### config.mk
export PLATFORM = sky130hd
export DESIGN_NAME = press_classifier_flat
export DESIGN_NICKNAME = d
export VERILOG_FILES = /design/src/rtl/press_classifier_if.sv /design/src/rtl/press_classifier.sv /design/src/flat_wrapper.sv
export SDC_FILE = /design/constraint.sdc
export NUM_CORES = 1
export LEC_CHECK = 0
export CAP_MARGIN = 30
export CORE_MARGIN = 2
export CORE_UTILIZATION = 50
export DETAILED_ROUTE_END_ITERATION = 6
export HOLD_SLACK_MARGIN = 0.03
export PLACE_DENSITY = 0.73
export SLEW_MARGIN = 20
export SYNTH_ARGS = -nofsm -noshare
export SYNTH_HDL_FRONTEND = slang
export SYNTH_SLANG_ARGS = --single-unit
### constraint.sdc
create_clock -name Clk1ms -period 2.62 [get_ports Clk1ms]
set_input_delay 0.262 -clock Clk1ms [delete_from_list [all_inputs] [get_ports Clk1ms]]
set_output_delay 0.262 -clock Clk1ms [all_outputs]
set_load 0.01 [all_outputs]
### src/rtl/press_classifier_if.sv
// rtl/press_classifier_if.sv - switch level in, press event pulses and press count out
interface press_classifier_if #(
  parameter int CNT_W = 8
);
  logic             SwOutDB1;
  logic             ShortPress;
  logic             LongPress;
  logic             DoubleClick;
  logic [CNT_W-1:0] PressCount;

  modport master (
    output SwOutDB1,
    input  ShortPress, LongPress, DoubleClick, PressCount
  );

  modport slave (
    input  SwOutDB1,
    output ShortPress, LongPress, DoubleClick, PressCount
  );
endinterface

### src/rtl/press_classifier.sv
// rtl/press_classifier.sv - classifies debounced presses as short, long or double-click
module press_classifier #(
  parameter int LONG_MS   = 500,
  parameter int DCLICK_MS = 250,
  parameter int TIMER_W   = 10,
  parameter int CNT_W     = 8
) (
  input logic               Clk1ms,
  input logic               Rst,
  press_classifier_if.slave bus
);

  typedef enum logic [2:0] {
    IDLE           = 3'd0,
    PRESSED        = 3'd1,
    LONG_HELD      = 3'd2,
    WAIT_SECOND    = 3'd3,
    SECOND_PRESSED = 3'd4
  } state_t;

  localparam logic [TIMER_W-1:0] LONG_LAST   = TIMER_W'(LONG_MS - 1);
  localparam logic [TIMER_W-1:0] DCLICK_LAST = TIMER_W'(DCLICK_MS - 1);

  state_t             state, state_n;
  logic [TIMER_W-1:0] timer, timer_n;
  logic               prev;
  logic               level, rise, fall;
  logic               short_n, long_n, dbl_n;
  logic               short_q, long_q, dbl_q;
  logic [CNT_W-1:0]   count;

  assign level = bus.SwOutDB1;
  assign rise  = level & ~prev;
  assign fall  = ~level & prev;

  always_ff @(posedge Clk1ms or posedge Rst) begin
    if (Rst) begin
      state   <= IDLE;
      timer   <= '0;
      prev    <= 1'b0;
      short_q <= 1'b0;
      long_q  <= 1'b0;
      dbl_q   <= 1'b0;
      count   <= '0;
    end else begin
      state   <= state_n;
      timer   <= timer_n;
      prev    <= level;
      short_q <= short_n;
      long_q  <= long_n;
      dbl_q   <= dbl_n;
      if (rise && (count != {CNT_W{1'b1}}))
        count <= count + CNT_W'(1);
    end
  end

  always_comb begin
    state_n = state;
    timer_n = timer;
    short_n = 1'b0;
    long_n  = 1'b0;
    dbl_n   = 1'b0;
    case (state)
      IDLE: begin
        if (rise) begin
          state_n = PRESSED;
          timer_n = TIMER_W'(1);
        end
      end
      PRESSED: begin
        if (level) begin
          if (timer == LONG_LAST) begin
            long_n  = 1'b1;
            state_n = LONG_HELD;
          end else begin
            timer_n = timer + TIMER_W'(1);
          end
        end else if (fall) begin
          state_n = WAIT_SECOND;
          timer_n = TIMER_W'(1);
        end
      end
      LONG_HELD: begin
        if (fall) state_n = IDLE;
      end
      // A high sample on the last allowed low edge still counts as the second press.
      WAIT_SECOND: begin
        if (level) begin
          dbl_n   = 1'b1;
          state_n = SECOND_PRESSED;
        end else if (timer == DCLICK_LAST) begin
          short_n = 1'b1;
          state_n = IDLE;
        end else begin
          timer_n = timer + TIMER_W'(1);
        end
      end
      SECOND_PRESSED: begin
        if (fall) state_n = IDLE;
      end
      default: begin
        state_n = IDLE;
        timer_n = '0;
      end
    endcase
  end

  assign bus.ShortPress  = short_q;
  assign bus.LongPress   = long_q;
  assign bus.DoubleClick = dbl_q;
  assign bus.PressCount  = count;

endmodule
### src/flat_wrapper.sv
// flat-port wrapper written by rule: the top's interface ports become plain ports
module press_classifier_flat 
#(
  parameter int LONG_MS   = 500,
  parameter int DCLICK_MS = 250,
  parameter int TIMER_W   = 10,
  parameter int CNT_W     = 8
)
  (Clk1ms, Rst, bus_SwOutDB1, bus_ShortPress, bus_LongPress, bus_DoubleClick, bus_PressCount);
  press_classifier_if #(.CNT_W(CNT_W)) bus_i ();
  input logic Clk1ms;
  input logic Rst;
  input wire logic [$bits(bus_i.SwOutDB1)-1:0] bus_SwOutDB1;
  output wire logic [$bits(bus_i.ShortPress)-1:0] bus_ShortPress;
  output wire logic [$bits(bus_i.LongPress)-1:0] bus_LongPress;
  output wire logic [$bits(bus_i.DoubleClick)-1:0] bus_DoubleClick;
  output wire logic [$bits(bus_i.PressCount)-1:0] bus_PressCount;
  assign bus_i.SwOutDB1 = bus_SwOutDB1;
  assign bus_ShortPress = bus_i.ShortPress;
  assign bus_LongPress = bus_i.LongPress;
  assign bus_DoubleClick = bus_i.DoubleClick;
  assign bus_PressCount = bus_i.PressCount;
  press_classifier #(.LONG_MS(LONG_MS), .DCLICK_MS(DCLICK_MS), .TIMER_W(TIMER_W), .CNT_W(CNT_W)) u_core (.Clk1ms(Clk1ms), .Rst(Rst), .bus(bus_i));
endmodule
==> qor.csv <==
metric,value,unit
status,completed,
VDD IR max,650,uV
DRT iter0 DRCs,32,
Post-synth top flop,dfrtp_1,
Reg power frac,0.455,
Yosys cell types,44,
internal power,806,uW
min-delay worst type,in -> async,
PortBufs,13,
routed wire length,2570,um
Max Fclk,510,MHz
syn avg cell area,10.1,sq um
RR Startpoint,u_core.timer[0],
Max Cap Violations,0,
largest net degree at the start of global routing,26,
dpl cell area,1530,sq um
unrepaired setup endpoints after global routing,false,
Routed Antenna Nets,0,
WP data arrival,2.19,ns
Initial Util,0.515,
HPWL after detailed placement,1880,um
slowest cell delay on critical path,0.46,ns
Fillers,246,
Crit Path Max Fanout,5,
Final Hold Vio Count,0,
vias in the first global route,971,
crit-path leading delay family,compound AO/OA/AOI/OAI gates,
Post-Synth XOR/XNOR Area,0.0443,
wire per inst,14.1,um
Leak,0.000702,uW
Sw Pwr,532,uW
row count,19,
share of the clock period used by the worst path,0.748,
Combinational Power Share,0.410,
clock slew at reported path FFs,0.15,ns
CP Capture Type,register,
critical path class,reg -> reg,
Final Slew Violations,0,
global-route wire length before repair,4360,um
Worst-Skew Late Latency,0.32,ns
multi-input logic area,701,sq um
Remaining DRCs,0,
fin area,1560,sq um
Clock Path Buffers,2,
root buf cell,clkbuf_4,
simple-gate share of the synthesized area,0.241,
Post-synth EDFFs,0,
clock power share,0.135,
H-tree lvl count,1,
clk_skew,0.00924,ns
Startpoint Class,register,
synth warn,0,
routed vias/inst,5.91,
FF/Latch Area,626,sq um
Synth Area in Compound Gates,0.163,
Clock Sinks,25,
Tmin final,1.96,ns
Slew @ Worst Pin,0.661,ns
mux contribution to synthesized area,0.0316,
share of layout cells above drive strength 1,0.0927,
main combinational cell family by area after synthesis,simple AND/OR/NAND/NOR gates,
final RePlAce weighted congestion,0.792,
Buffers & Inverters on Critical Path,0,
CP Launch Point,u_core.timer[0],
Mapped Area,1380,sq um
P per Cell Area,858,nW/um^2
Antenna Diode Count,0,
Syn Inst Count,137,
initial antenna violation count,0,
total congestion overflow,0,
Die W,56.6,um
"Seq/Total Area, Yosys",0.452,
post-synthesis adder-cell area fraction,0.0271,
WP data required,2.85,ns
syn_nets,143,
post_cts resized,0,
Async SR Flop Fraction,1.00,
total CTS buffers,3,
final setup vio count,0,
DR pass1 iterations,4,
post-CTS setup buffers,0,
area delta synth->final,12.7,%
I/O pin cnt,14,
core area,2690,sq um
die area,3200,sq um
CTS tree,built,
via count,1076,
CP cell instances,ha_1 -> nor2b_1 -> nand3_1 -> o31a_1 -> o21ai_0 -> mux2_2,
die height,56.6,um
CTS Hold Bufs,0,
# nets final,158,
switching part of the total power,0.397,
Seq cells post-synth,25,
GRT Overall Usage,0.171,
Setup TNS,0,ns
slowest CP cell,dfrtp_1,
worst rel slew slack,0.558,
[power by group through the flow]
stage          clock, uW  combinational [uW]  sequential, uW
4_1_cts              188                 552             607
5_1_grt              200                 604             626
3_3_place_gp           0                 531             606
3_5_place_dp           0                 550             615
6_report             180                 548             608
2_1_floorplan          0                 424             575
[Yosys cell counts, types with 2 or more instances]
cell / count / area share
nand2b_1: 2 / 0.0090
nor2_1: 5 / 0.014
nor2b_1: 2 / 0.0090
mux2_2: 3 / 0.024
and3_1: 9 / 0.041
nor3_1: 2 / 0.0072
a21oi_1: 8 / 0.029
and2_1: 2 / 0.0090
buf_6: 2 / 0.016
nand3_1: 8 / 0.029
o21ai_0: 8 / 0.029
xor2_1: 2 / 0.013
or3b_1: 2 / 0.013
inv_1: 5 / 0.014
dfrtp_1: 25 / 0.45
ha_1: 3 / 0.027
nand4_1: 4 / 0.018
nand2_1: 10 / 0.027
o31ai_1: 6 / 0.033
xnor2_1: 5 / 0.032
[logic make-up (layout without fill, tap and decap cells)]
| logic type | Yosys count | in the layout |
|---|---|---|
| AO/OA/AOI/OAI | 33 | 33 |
| XOR/XNOR | 7 | 7 |
| adder cells (fa/ha/maj) | 3 | 3 |
| buffers and inverters | 10 | 24 |
| flip-flops | 25 | 25 |
| multiplexers | 4 | 4 |
| AND/OR/NAND/NOR | 55 | 55 |
[state kept, by name, summed over array words and instances (netlist names)]
register / flops
u_core.bus.ShortPress: 1
u_core.state: 3
u_core.timer: 10
u_core.bus.PressCount: 8
u_core.bus.LongPress: 1
u_core.bus.DoubleClick: 1
u_core.prev: 1
[layout by cell type, fill, tap and decap left out, drive strengths merged, types with 4 or more instances in the layout]
cell and instances:
a21oi 9, and3 9, clkdlybuf4s50 13, dfrtp 25, inv 5, nand2 10
nand3 8, nand4 4, nor2 5, o21ai 8, o31ai 6, xnor2 5
[tightest hold or removal path, cell delays in order]
cell             delay (ns)
clkdlybuf4s50_1        0.39
inv_1                  0.05
buf_4                  0.29
[final cells by class]
cell class	instances	share of cell area
Inverter	5	0.0120
Tap cell	31	0.0249
Sequential cell	25	0.401
Multi-Input combinational cell	102	0.449
Clock inverter	1	0.00482
Clock buffer	3	0.0144
Timing Repair Buffer	15	0.0931
[path summary, 6_finish.rpt]
path	to	slack, ns	cells after the start
worst min-delay path	u_core.bus.PressCount[2]	0.26	3
min in group Clk1ms	u_core.bus.PressCount[6]	0.51	1
worst min register to register	u_core.bus.PressCount[6]	0.51	1
worst max register to register	u_core.timer[1]	0.66	6
max in group asynchronous	u_core.bus.LongPress	2.12	3
worst max-delay path	u_core.timer[1]	0.66	6
[metal layers]
layer,up-vias,routed length [um],GRT usage
li1,533,-,-
met1,509,1240,0.235
met2,28,1200,0.262
met3,6,92,0.0323
met4,0,36,0.0714
met5,-,0,0
[through the flow]
step                std cells   util  hold WS, ns  power [uW]  worst slack, ns
floorplan                 137      -        0.289         998            0.721
global placement          178  0.569        0.489        1140            0.382
detailed placement        178  0.569        0.486        1160            0.310
CTS                       182  0.580        0.266        1350            0.660
global route              182  0.580        0.273        1430            0.515
finish                    182  0.580        0.261        1340            0.660
Note: power is estimated with default switching activity, not from simulation.
